File: src/rtl/colour_seq_detector.sv
// colour_seq_detector: Mealy detector for a run-time programmable colour pattern
// of up to MAX_LEN symbols, with overlap/non-overlap selection and a saturating
// match counter.
// Ports: clk/rst (sync, active-high); in_valid/in_sym symbol stream;
//        cfg_load/cfg_len/cfg_pattern pattern load; cfg_overlap live match mode;
//        match (combinational, same cycle as final symbol), match_count, depth, cfg_err.
module colour_seq_detector #(
    parameter int SYM_W   = 2,
    parameter int MAX_LEN = 8,
    parameter int CNT_W   = 8,
    parameter int LEN_W   = $clog2(MAX_LEN + 1)
) (
    input  logic                     clk,
    input  logic                     rst,
    input  logic                     in_valid,
    input  logic [SYM_W-1:0]         in_sym,
    input  logic                     cfg_load,
    input  logic [LEN_W-1:0]         cfg_len,
    input  logic [MAX_LEN*SYM_W-1:0] cfg_pattern,
    input  logic                     cfg_overlap,
    output logic                     match,
    output logic [CNT_W-1:0]         match_count,
    output logic [LEN_W-1:0]         depth,
    output logic                     cfg_err
);

    localparam int PW = MAX_LEN * SYM_W;
    localparam int NL = 1 << LEN_W;

    // Power-up pattern: red, green, blue (symbol 0 first)
    localparam logic [PW-1:0]    PAT_RST = PW'({SYM_W'(2), SYM_W'(1), SYM_W'(0)});
    localparam logic [LEN_W-1:0] LEN_RST = LEN_W'(3);

    typedef enum logic {
        FILL,
        ARMED
    } state_t;

    state_t             state_q, state_d;
    logic [LEN_W-1:0]   len_q, len_d;
    logic [LEN_W-1:0]   depth_q, depth_d;
    logic [PW-1:0]      pat_q, pat_d;
    logic [PW-1:0]      hist_q, hist_d;
    logic [CNT_W-1:0]   cnt_q, cnt_d;
    logic               err_q, err_d;

    // Candidate window: slot 0 is the symbol being presented, slot j+1 is history[j]
    logic [PW-1:0]      win;
    logic [NL-1:0]      len_hit;
    logic               hit;
    logic [LEN_W:0]     depth_inc;

    assign win = {hist_q[PW-SYM_W-1:0], in_sym};

    // Evaluate the window against the pattern for every legal length and pick
    // the active one; keeps all slice indices constant.
    always_comb begin
        len_hit = '0;
        for (int l = 2; l <= MAX_LEN; l++) begin
            len_hit[l] = 1'b1;
            for (int k = 0; k < l; k++) begin
                if (pat_q[k*SYM_W +: SYM_W] != win[(l-1-k)*SYM_W +: SYM_W]) begin
                    len_hit[l] = 1'b0;
                end
            end
        end
    end

    assign hit = len_hit[len_q];

    // Next-state and Mealy output
    always_comb begin
        state_d   = state_q;
        len_d     = len_q;
        depth_d   = depth_q;
        pat_d     = pat_q;
        hist_d    = hist_q;
        cnt_d     = cnt_q;
        err_d     = err_q;
        match     = 1'b0;
        depth_inc = '0;

        if (rst) begin
            len_d   = LEN_RST;
            pat_d   = PAT_RST;
            hist_d  = '0;
            depth_d = '0;
            cnt_d   = '0;
            err_d   = 1'b0;
        end else if (cfg_load) begin
            // Load wins over a coincident symbol, which is dropped
            len_d   = cfg_len;
            pat_d   = cfg_pattern;
            hist_d  = '0;
            depth_d = '0;
            cnt_d   = '0;
            err_d   = (cfg_len < LEN_W'(2)) || (cfg_len > LEN_W'(MAX_LEN));
        end else if (in_valid && !err_q) begin
            hist_d = {hist_q[PW-SYM_W-1:0], in_sym};
            match  = (state_q == ARMED) && hit;
            if (match) begin
                depth_d = cfg_overlap ? len_q : '0;
                if (cnt_q != '1) begin
                    cnt_d = cnt_q + CNT_W'(1);
                end
            end else if (depth_q >= len_q) begin
                depth_d = len_q;
            end else begin
                depth_d = depth_q + LEN_W'(1);
            end
        end

        // ARMED once depth reaches len-1; computed one bit wider so len = 0 cannot underflow
        depth_inc = {1'b0, depth_d} + (LEN_W+1)'(1);
        state_d   = (depth_inc >= {1'b0, len_d}) ? ARMED : FILL;
    end

    // Reset is folded into the next-state logic, so every register follows it
    always_ff @(posedge clk) begin
        state_q <= state_d;
        len_q   <= len_d;
        depth_q <= depth_d;
        pat_q   <= pat_d;
        hist_q  <= hist_d;
        cnt_q   <= cnt_d;
        err_q   <= err_d;
    end

    assign match_count = cnt_q;
    assign depth       = depth_q;
    assign cfg_err     = err_q;

endmodule
File: config.mk
export PLATFORM = sky130hd
export DESIGN_NAME = colour_seq_detector
export DESIGN_NICKNAME = d
export VERILOG_FILES = /design/src/rtl/colour_seq_detector.sv
export SDC_FILE = /design/constraint.sdc
export NUM_CORES = 1
export LEC_CHECK = 0
export ABC_AREA = 1
export CORE_MARGIN = 2
export CORE_UTILIZATION = 55
export DETAILED_ROUTE_END_ITERATION = 16
export GPL_TIMING_DRIVEN = 0
export HOLD_SLACK_MARGIN = 0.12
export MAX_ROUTING_LAYER = met4
export PLACE_DENSITY = 0.83
export SYNTH_ARGS = -nofsm -noshare
export SYNTH_HDL_FRONTEND = slang
export SYNTH_SLANG_ARGS = --single-unit
File: constraint.sdc
create_clock -name clk -period 3.97 [get_ports clk]
set_input_delay 0.794 -clock clk [delete_from_list [all_inputs] [get_ports clk]]
set_output_delay 0.794 -clock clk [all_outputs]
set_load 0.02 [all_outputs]
# After elaboration in Yosys (flattened, before gate mapping)
# Index checks and enable logic that the tools add are counted.
[word_totals]
register_bits = 48
inputBits = 27
output_inout_bits = 14
word_cells = 106
[classes]
add_sub_neg = 3
magnitude_cmp = 5
eq_ne = 36
n_mux = 49
reduce_logical = 6
[op_table]
columns = ["operator", "n"]
rows = [
  ["2-bit != test", 35],
  ["1-bit two-way mux", 40],
  ["4-bit two-way mux", 8],
  ["8-bit by 1-bit adder with 8-bit output (second input constant)", 1],
  ["8-bit != test (second input constant)", 1],
  ["4-bit by 1-bit adder with 5-bit output (second input constant)", 1],
  ["5-bit by 4-bit >= comparator with 1-bit output", 1],
  ["4-bit by 5-bit < comparator with 1-bit output (second input constant)", 1],
  ["4-bit by 1-bit adder with 4-bit output (second input constant)", 1],
  ["1-bit binary-select mux with 4-bit select", 1],
  ["4-bit >= comparator", 1],
  ["4-bit > comparator (second input constant)", 1],
  ["4-bit by 2-bit < comparator with 1-bit output (second input constant)", 1],
  ["3-bit AND reduction", 1],
  ["1-bit logical AND", 2],
  ["2-bit OR reduction", 1],
  ["1-bit logical NOT", 1],
  ["1-bit logical OR", 1],
]

# Logic depth before layout (Yosys ltp)
# Gate-level depths: netlist of run 1.
[logic_depth]
depth_word = 19
mapped_depth = 23
mapped_depth_nobuf = 22

# Worst setup path after synthesis of run 1
# No wires, ideal clock.
[synth_timing]
kind = "input to register"
start = "input port in_sym[0]"
end = "register state_q"
setup_time_ps = 123
arrival_ps = 2941
required_ps = 3847
path_slack_ps = 906
cell_stages = 23
path_buffers = 1
cell_sequence = "buf_4 > inv_2 > nand2_1 > nand2_1 > nor2_2 > nand2_1 > nor2_2 > nand2_1 > nand3_2 > nand3_2 > nand2_2 > nand2_4 > inv_6 > nor2_1 > nor2_1 > nor2_2 > ha_1 > xor2_1 > inv_1 > ha_1 > a21o_1 > a21oi_1 > o21ai_0"
[synth_between]
elab_chain_len = 12
elab_cells_between_ends = 24
classes_between = "add/sub: 1; order compare: 1; eq/ne: 7; mux: 14; reduce/logical: 1"
[synth_rtl]
columns = ["item", "line", "rtl"]
rows = [
  ["start: declaration", "16", "input logic [SYM_W-1:0] in_sym,"],
  ["2-bit != test", "62", "if (pat_q[k*SYM_W +: SYM_W] != win[(l-1-k)*SYM_W +: SYM_W]) begin"],
  ["1-bit two-way mux", "62", ""],
  ["1-bit binary-select mux with 4-bit select *", "69", "assign hit = len_hit[len_q];"],
  ["1-bit two-way mux (implied by the code) *", "69", ""],
  ["1-bit logical AND *", "100", "match = (state_q == ARMED) && hit;"],
  ["4-bit two-way mux *", "101", "if (match) begin"],
  ["4-bit two-way mux *", "98", "end else if (in_valid && !err_q) begin"],
  ["4-bit two-way mux *", "90", "end else if (cfg_load) begin"],
  ["4-bit two-way mux *", "83", "if (rst) begin"],
  ["net depth_d[0]", "41", "logic [LEN_W-1:0] depth_q, depth_d;"],
  ["4-bit by 1-bit adder with 5-bit output *", "114", "depth_inc = {1'b0, depth_d} + (LEN_W+1)'(1);"],
  ["5-bit by 4-bit >= comparator with 1-bit output *", "115", "state_d = (depth_inc >= {1'b0, len_d}) ? ARMED : FILL;"],
  ["1-bit two-way mux *", "115", ""],
  ["net state_d", "39", "state_t state_q, state_d;"],
  ["end signal: assignment", "120", "state_q <= state_d;"],
  ["end: declaration", "39", ""],
]
# Mark *: on every way through the listed nets, which the timed path passes. The rest lies on a longest branch. The select of a mux whose other input is x is not followed.
# A chain may end at the register's enable or synchronous reset.

# Final worst setup path of run 1
[layout_timing]
start = "input port cfg_load"
end = "output port match"
[layout_between]
elab_chain_len = 2
[layout_rtl]
columns = ["item", "line", "rtl"]
rows = [
  ["start: declaration", "17", "input logic cfg_load,"],
  ["1-bit two-way mux", "90", ""],
  ["1-bit two-way mux", "83", ""],
  ["end: declaration", "21", "output logic match,"],
]
# No other way between the ends.

==> results.py, run 1 <==
metrics = {
    "status": {
        "status": "finished clean",
    },
    "finish": {
        "drive_above_1_share_pct": 7.871,
        "syn_to_final_growth_pct": 18.04,
        "nets": 596,
        "n_antenna_cell": 0,
    },
    "synthesis": {
        "synth_area_leader_cell": "dfxtp_1",
        "synthTopCellsByArea": "dfxtp_1 (29%), nand2_1 (17%), inv_1 (6.4%)",
        "synthTopCellsByCount": "nand2_1 (149), inv_1 (56), nor2_1 (55)",
        "yosys.area_share.simple_pct": 32.65,
        "netlist.area_leader.share_pct": 29.29,
        "synthAdderAreaFrac_pct": 4.195,
        "synth_ff_type": "dfxtp_1",
        "synth_compound_area_share_pct": 14.53,
        "ys_seq_elements": 48,
        "synth_cells": 513,
        "avgSynthCellArea_sq_um": 6.395,
        "synth_fp_nets": 551,
        "synthXorXnorAreaFrac_pct": 7.475,
        "yosys_warnings": 0,
        "synth_cell_type_count": 36,
        "synth_top_family_by_area": "simple AND/OR/NAND/NOR gates",
        "muxShareOfSynthArea_pct": 0,
        "seq_area_frac_synth_pct": 29.29,
        "yosysMostFrequentCell": "nand2_1",
        "ys_async_sr_fraction_pct": 0,
        "synth-edff-count": 0,
        "synth_area_sq_mm": 0.003281,
    },
    "clock_tree": {
        "ctsHoldBuffers": 0,
        "cts_max_path_buffers": 2,
        "clock_latency_ps": 320,
        "path_clk_slew_ps": 100,
        "h-tree-depth": 2,
        "cts.sinks": 48,
        "cts_tree": "yes",
        "root_buffer": "clkbuf_8",
        "cts_made_buffers": 5,
    },
    "sta": {
        "hold_violations": 0,
        "holdWs_ps": 507.9,
        "rsz0062_at_grt": "no",
        "slew_headroom_pct": 59.94,
        "skew_ps": 9.956,
        "setup_violations": 0,
        "period_minus_slack_ps": 3740,
        "max_freq_ghz": 0.2674,
        "fin_setup_tns_ps": 0,
        "drv_slew": 0,
        "worst_pin_slew_ps": 598.7,
        "setup_ws_ps": 230.4,
        "fin_crit_sh_pct": 94.20,
    },
    "global_routing": {
        "antenna_found_initial": 0,
        "grt_max_degree": 17,
        "grt_pass1_wl_um": 15440,
        "gr-usage-all-layers_pct": 31.57,
        "grt_pass1_vias": 3203,
        "overflow": 0,
    },
    "routing": {
        "drc": 0,
        "finalWirelength_um": 9610,
        "drtPass1Iterations": 5,
        "antenna_left": 0,
        "wl_met1_um": 4118,
        "wl_met3_um": 599,
        "wire_per_inst_um": 15.16,
        "dr_wl_met2_um": 4658,
        "topRoutingLayerUsed": "met4",
        "viasPerCell": 5.459,
        "drt_iter0_drc": 291,
        "via_count": 3461,
    },
    "floorplan": {
        "die_h_um": 81.23,
        "io_pins": 41,
        "die_x_um": 81.23,
        "start_util_pct": 56.07,
        "core_region_area_sq_mm": 0.005851,
        "rows": 28,
        "dieArea_sq_mm": 0.006598,
    },
    "flow_run": {
        "drv_cap": 0,
    },
    "min_path": {
        "hold_path.class": "register to register",
        "holdPathEnd": "match_count[3]",
        "hp-start": "match_count[3]",
        "min_path_cells": 1,
    },
    "place": {
        "hpwl_um": 7243,
        "portBuffers": 38,
        "place.gp.congestion": 1.013,
        "pre_cts_ws_ps": 92.50,
    },
    "worst_setup_path": {
        "path_cells": "clkdlybuf4s50_1, nor2_2, inv_1, clkbuf_1, nor3_1, clkdlybuf4s50_1",
        "critPathMaxStageDelay_ps": 630,
        "crit_fanout": 10,
        "cp-start-kind": "input pin",
        "crit_path_end_kind": "output pin",
        "reg2reg_from": "pat_q[3]",
        "worstRegToRegCells": 21,
        "reg2reg_to": "state_q",
        "cpMaxStageDelayCell": "clkdlybuf4s50_1",
        "critPathLaunch": "cfg_load",
        "crit_required_ps": 3180,
        "ff2ff_setup_slack_ps": 730,
        "path_common_cell": "clkdlybuf4s50_1",
        "cp.arrival_ps": 2950,
        "crit_type": "input pin to output pin",
    },
    "pwr": {
        "ir_worst_vdd_mv": 0.1705,
        "p_per_area_mw_per_mm2": 305.3,
        "p_leak_nw": 1.764,
    },
}
-- how the worst max path moves through the flow --
stage | end | slack, ps | depth (start not counted)
final | match | 230 | 6
after global routing | match | 80 | 6
after CTS | match | 90 | 6
after detailed placement | match | 90 | 6
after global placement | match | 130 | 6
after floorplan | state_q | 910 | 23
-- routing by layer --
layer / vias up / track usage, %
met5: - / -
met3: 26 / 4.444
met4: 0 / 12.54
met2: 146 / 53.31
li1: 1718 / -
met1: 1571 / 37.95
-- sequential cells by signal, indices dropped and copies added, names as in the netlist --
| register | cells |
|---|---|
| hist_q | 14 |
| cfg_err | 1 |
| pat_q | 16 |
| depth | 4 |
| match_count | 8 |
| state_q | 1 |
| len_q | 4 |
-- where the power goes --
group | switching [W] | internal [W] | total (W)
Sequential | 0.0000255 | 0.000505 | 0.000530
Clock | 0.000183 | 0.000190 | 0.000373
Combinational | 0.000166 | 0.000113 | 0.000279
-- final cells by class --
class	count	area (sq um)
sequential	48	960.9
fill	549	1978
timing repair buffer	38	380.4
inverter	66	254.0
clock buffer	5	68.82
tap	75	93.84
clock inverter	3	46.29
multi-input combinational	378	1933
buffer	21	135.1
-- metrics by stage --
| stage | power, W | cells | cell area, sq um | util (%) |
|---|---|---|---|---|
| detailed placement | 0.0008129 | 626 | 3755 | 64.18 |
| finish | 0.001182 | 634 | 3872 | 66.19 |
| global placement | 0.0008067 | 626 | 3755 | 64.18 |
| floorplan | 0.0007211 | 513 | 3281 | - |
| global route | 0.001238 | 634 | 3872 | 66.19 |
| CTS | 0.001178 | 634 | 3870 | 66.15 |
-- cells in the final DEF, fill, tap and decap left out, drive strengths merged, types with 2 or more instances in the layout --
cell type	n
nand4	8
xnor2	16
nor3	9
xor2	12
nor2	59
inv	66
o22ai	7
clkbuf	12
buf	14
a22o	3
ha	11
a21oi	29
clkdlybuf4s50	38
o21ai	41
nand3	24
dfxtp	48
nand2	151
o211ai	2
-- cells by family (layout without fill, tap and decap cells) --
family | after synthesis | in the layout
AND/OR/NAND/NOR | 253 | 253
buffers and inverters | 87 | 133
AO/OA/AOI/OAI | 86 | 86
flip-flops | 48 | 48
XOR/XNOR | 28 | 28
adder cells (fa/ha/maj) | 11 | 11
-- critical path, delay by kind of cell --
kind | cells | cell delay, ps
buffers and inverters | 4 | 1540
AND/OR/NAND/NOR | 2 | 600
-- what timing repair did --
item	CTS	global route
buffers inserted	0	0
hold endpoints to repair	0	0
resized for setup	0	1
endpoints found under the setup margin	0	1
Note: power is estimated with default switching activity, not from simulation.
==> run 2: changes to the inputs <==
RECOVER_POWER = 25   (was unset)
==> results.py, run 2 (same netlist as run 1, synthesis figures left out) <==
metrics = {
    "pwr": {
        "switching_power_w": 0.0003743,
        "ir_worst_vdd_mv": 0.1702,
        "p_int_w": 0.0008071,
        "p_clk_share_pct": 31.6,
        "seqPwrFrac_pct": 44.9,
        "p_per_area_mw_per_mm2": 305.1,
        "p_comb_share_pct": 23.6,
        "p_leak_nw": 1.773,
        "swShare_pct": 31.68,
    },
    "worst_setup_path": {
        "path_delay_family": "buffers and inverters",
        "path_buf_inv": 4,
        "cp.arrival_ps": 2950,
        "crit_required_ps": 3180,
        "ff2ff_setup_slack_ps": 730,
        "worstRegToRegCells": 21,
        "crit_fanout": 10,
        "path_common_cell": "clkdlybuf4s50_1",
        "cpMaxStageDelayCell": "clkdlybuf4s50_1",
        "crit_type": "input pin to output pin",
        "critPathMaxStageDelay_ps": 630,
        "reg2reg_to": "state_q",
        "reg2reg_from": "pat_q[3]",
        "cp-start-kind": "input pin",
        "path_cells": "clkdlybuf4s50_1, nor2_2, inv_1, clkbuf_1, nor3_1, clkdlybuf4s50_1",
        "crit_path_end_kind": "output pin",
    },
    "place": {
        "place.gp.congestion": 1.013,
        "place_inst": 626,
        "hpwl_um": 7243,
        "portBuffers": 38,
        "placed_cell_area_sq_mm": 0.003755,
    },
    "clock_tree": {
        "cts_tree": "yes",
        "cts_max_path_buffers": 2,
        "clock_latency_ps": 310,
        "root_buffer": "clkbuf_8",
        "h-tree-depth": 2,
        "path_clk_slew_ps": 100,
        "cts.sinks": 48,
        "cts_made_buffers": 5,
    },
    "finish": {
        "seqCellArea_sq_um": 960.9,
        "final_util_pct": 66.19,
        "top_register": "pat_q",
        "final_area_sq_mm": 0.003872,
        "n_antenna_cell": 0,
        "drive_above_1_share_pct": 7.871,
        "largest_reg_flops": 16,
        "layout_commonest_cell": "nand2_1",
        "layout_common_cells": "nand2_1 (149), inv_1 (56), nor2_1 (54)",
        "n_fill_cell": 549,
        "nets": 596,
        "multi_input_area_sq_mm": 0.001933,
        "stdcell_count": 634,
        "syn_to_final_growth_pct": 18.04,
    },
    "global_routing": {
        "grt_max_degree": 17,
        "gr-usage-all-layers_pct": 31.57,
        "grt_pass1_vias": 3203,
        "antenna_found_initial": 0,
        "grt_pass1_wl_um": 15440,
        "overflow": 0,
    },
    "floorplan": {
        "dieArea_sq_mm": 0.006598,
        "start_util_pct": 56.07,
        "core_region_area_sq_mm": 0.005851,
        "rows": 28,
        "io_pins": 41,
        "die_x_um": 81.23,
        "die_h_um": 81.23,
    },
    "routing": {
        "drtPass1Iterations": 5,
        "antenna_left": 0,
        "finalWirelength_um": 9609,
        "via_count": 3471,
        "drc": 0,
        "viasPerCell": 5.475,
        "wire_per_inst_um": 15.16,
        "drt_iter0_drc": 291,
    },
    "sta": {
        "hold_violations": 0,
        "fin_crit_sh_pct": 94.21,
        "setup_violations": 0,
        "rsz0062_at_grt": "no",
        "period_minus_slack_ps": 3740,
        "skew_ps": 10.84,
        "max_freq_ghz": 0.2674,
        "worst_pin_slew_ps": 604.3,
        "fin_setup_tns_ps": 0,
        "drv_slew": 0,
        "holdWs_ps": 507.9,
        "slew_headroom_pct": 59.71,
    },
    "min_path": {
        "holdPathEnd": "match_count[3]",
        "hold_path.class": "register to register",
        "min_path_cells": 1,
        "hp-start": "match_count[3]",
    },
    "flow_run": {
        "drv_cap": 0,
    },
    "status": {
        "status": "finished clean",
    },
}
==> run 2: cell type report <==
cell class	count	share of cell area, %
Buffer	21	3.490
Clock inverter	3	1.195
Multi-Input combinational cell	378	49.92
Clock buffer	5	1.777
Sequential cell	48	24.81
Timing Repair Buffer	38	9.822
Tap cell	75	2.423
Inverter	66	6.559
==> run 2: timing repair <==
action,CTS,global route
setup endpoints to repair,0,1
hold endpoints to repair,0,0
buffers inserted,0,0
hold buffers,0,0
gates resized for setup,0,1
==> run 2: worst max-delay path by stage <==
stage / startpoint / slack, ps / cells after the start / endpoint
floorplan: in_sym[0] / 910 / 23 / state_q
global placement: cfg_load / 130 / 6 / match
detailed placement: cfg_load / 90 / 6 / match
CTS: cfg_load / 90 / 6 / match
global route: cfg_load / 80 / 6 / match
finish: cfg_load / 230 / 6 / match
==> run 2: metal layers <==
metal	track usage, %	share of wire [%]
met1	37.95	43
met2	53.31	49
met3	4.444	6.2
met4	12.54	2.4
met5	-	0
==> run 2: power groups by stage <==
stage / clock, W / combinational [W] / sequential (W)
floorplan: 0 / 0.000185 / 0.000536
global placement: 0 / 0.000267 / 0.000540
detailed placement: 0 / 0.000272 / 0.000540
CTS: 0.000374 / 0.000274 / 0.000529
global route: 0.000396 / 0.000308 / 0.000533
finish: 0.000373 / 0.000278 / 0.000530
==> run 2: stage by stage <==
step           power (W)  worst slack, ps
5_1_grt         0.001238            80.45
2_1_floorplan  0.0007211            906.1
6_report        0.001181            229.9
3_3_place_gp   0.0008067            126.4
4_1_cts         0.001178            90.78
3_5_place_dp   0.0008129            92.50
==> run 3: changes to the inputs <==
SETUP_SLACK_MARGIN = 0.1   (was unset)
==> results.py, run 3 (same netlist as run 1, synthesis figures left out) <==
metrics = {
    "clock_tree": {
        "cts_tree": "yes",
        "cts_max_path_buffers": 2,
        "cts_setup_buffers": 0,
        "path_clk_slew_ps": 100,
        "h-tree-depth": 2,
        "root_buffer": "clkbuf_8",
        "cts.sinks": 48,
        "ctsHoldBuffers": 0,
        "clock_latency_ps": 310,
        "cts_made_buffers": 5,
    },
    "routing": {
        "viasPerCell": 5.497,
        "wire_per_inst_um": 15.12,
        "via_count": 3485,
        "drt_iter0_drc": 307,
        "antenna_left": 0,
        "drc": 0,
        "finalWirelength_um": 9583,
        "drtPass1Iterations": 5,
    },
    "floorplan": {
        "die_h_um": 81.23,
        "dieArea_sq_mm": 0.006598,
        "io_pins": 41,
        "core_region_area_sq_mm": 0.005851,
        "rows": 28,
        "die_x_um": 81.23,
        "start_util_pct": 56.07,
    },
    "global_routing": {
        "grt_max_degree": 17,
        "gr-usage-all-layers_pct": 31.64,
        "grtUsageMet1_pct": 38.02,
        "met2_usage_pct": 53.47,
        "grt_pass1_wl_um": 15480,
        "antenna_found_initial": 0,
        "use_met3_pct": 4.444,
        "overflow": 0,
        "grt-busiest-layer": "met2",
        "grt_pass1_vias": 3213,
    },
    "place": {
        "portBuffers": 38,
        "place_inst": 626,
        "place.gp.congestion": 1.013,
        "hpwl_um": 7243,
        "placed_cell_area_sq_mm": 0.003755,
        "pre_cts_ws_ps": 92.50,
    },
    "pwr": {
        "ir_worst_vdd_mv": 0.1751,
        "p_leak_nw": 1.771,
        "power_w": 0.001182,
        "p_per_area_mw_per_mm2": 304.7,
    },
    "sta": {
        "slew_headroom_pct": 59.86,
        "skew_ps": 8.401,
        "fin_crit_sh_pct": 91.72,
        "hold_violations": 0,
        "rsz0062_at_grt": "no",
        "max_freq_ghz": 0.2746,
        "drv_slew": 0,
        "fin_setup_tns_ps": 0,
        "setup_ws_ps": 328.7,
        "period_minus_slack_ps": 3641,
        "worst_pin_slew_ps": 599.9,
        "setup_violations": 0,
    },
    "worst_setup_path": {
        "cp.arrival_ps": 3830,
        "crit_fanout": 10,
        "path_delay_family": "buffers and inverters",
        "crit_path_end_kind": "register",
        "crit_type": "input pin to register",
        "path_cells": "dlygate4sd3_1, nand2_1, inv_1, clkbuf_1, o21ai_0, nor2_2, ha_1, xor2_1, inv_1, ha_1, a21o_1, a21oi_1, o21ai_0",
        "path_buf_inv": 4,
        "crit_required_ps": 4160,
        "cpMaxStageDelayCell": "dlygate4sd3_1",
        "critPathMaxStageDelay_ps": 520,
        "cp-start-kind": "input pin",
    },
    "finish": {
        "drive_above_1_share_pct": 7.871,
        "syn_to_final_growth_pct": 18.19,
        "nets": 596,
        "largest_reg_flops": 16,
        "final_area_sq_mm": 0.003877,
        "n_antenna_cell": 0,
        "layout_common_cells": "nand2_1 (149), inv_1 (56), nor2_1 (54)",
        "top_register": "pat_q",
        "layout_commonest_cell": "nand2_1",
        "stdcell_count": 634,
    },
    "min_path": {
        "hold_path.class": "register to register",
    },
    "flow_run": {
        "drv_cap": 0,
    },
    "status": {
        "status": "finished clean",
    },
}
==> run 3: cell count changes in the layout (fill, tap and decap cells not counted) <==
| cell | change |
|---|---|
| nor2_4 | +1 |
| nor2_2 | -1 |
==> run 3: layout make-up <==
type                    count  area, sq um
fillers                   547         1973
multi-input cells         378         1938
flip-flops and latches     48        960.9
repair buffers             38        380.4
inverters                  66        254.0
plain buffers              21        135.1
well taps                  75        93.84
clock buffers               5        68.82
clock inverters             3        46.29
==> run 3: worst paths after layout <==
kind	startpoint	slack, ps	depth (start not counted)	endpoint
setup reg to reg	pat_q[3]	710	21	state_q
hold reg to reg	match_count[3]	510	1	match_count[3]
hold / removal	match_count[3]	510	1	match_count[3]
setup / recovery	in_valid	330	13	state_q
==> run 3: metal layers <==
metal | up-vias | share of wire (%)
met3 | 26 | 7.8
met4 | 0 | 2.5
li1 | 1712 | -
met5 | - | 0
met1 | 1576 | 41
met2 | 171 | 48
==> run 3: stage by stage <==
stage / util (%) / hold WS [ps]
after floorplan: - / 476.4
after global placement: 64.18 / 476.9
after detailed placement: 64.18 / 495.3
after CTS: 66.19 / 513.9
after global routing: 66.27 / 542.7
final: 66.27 / 510.0
==> run 3: where the power goes <==
group	switching, W	internal [W]
sequential	0.0000255	0.000505
combinational	0.000165	0.000113
clock	0.000183	0.000190
total	0.000374	0.000807
==> run 3: what timing repair did <==
item                       CTS  global route
setup endpoints to repair    1             1
resized for setup            1             1
pin swaps                    0             0
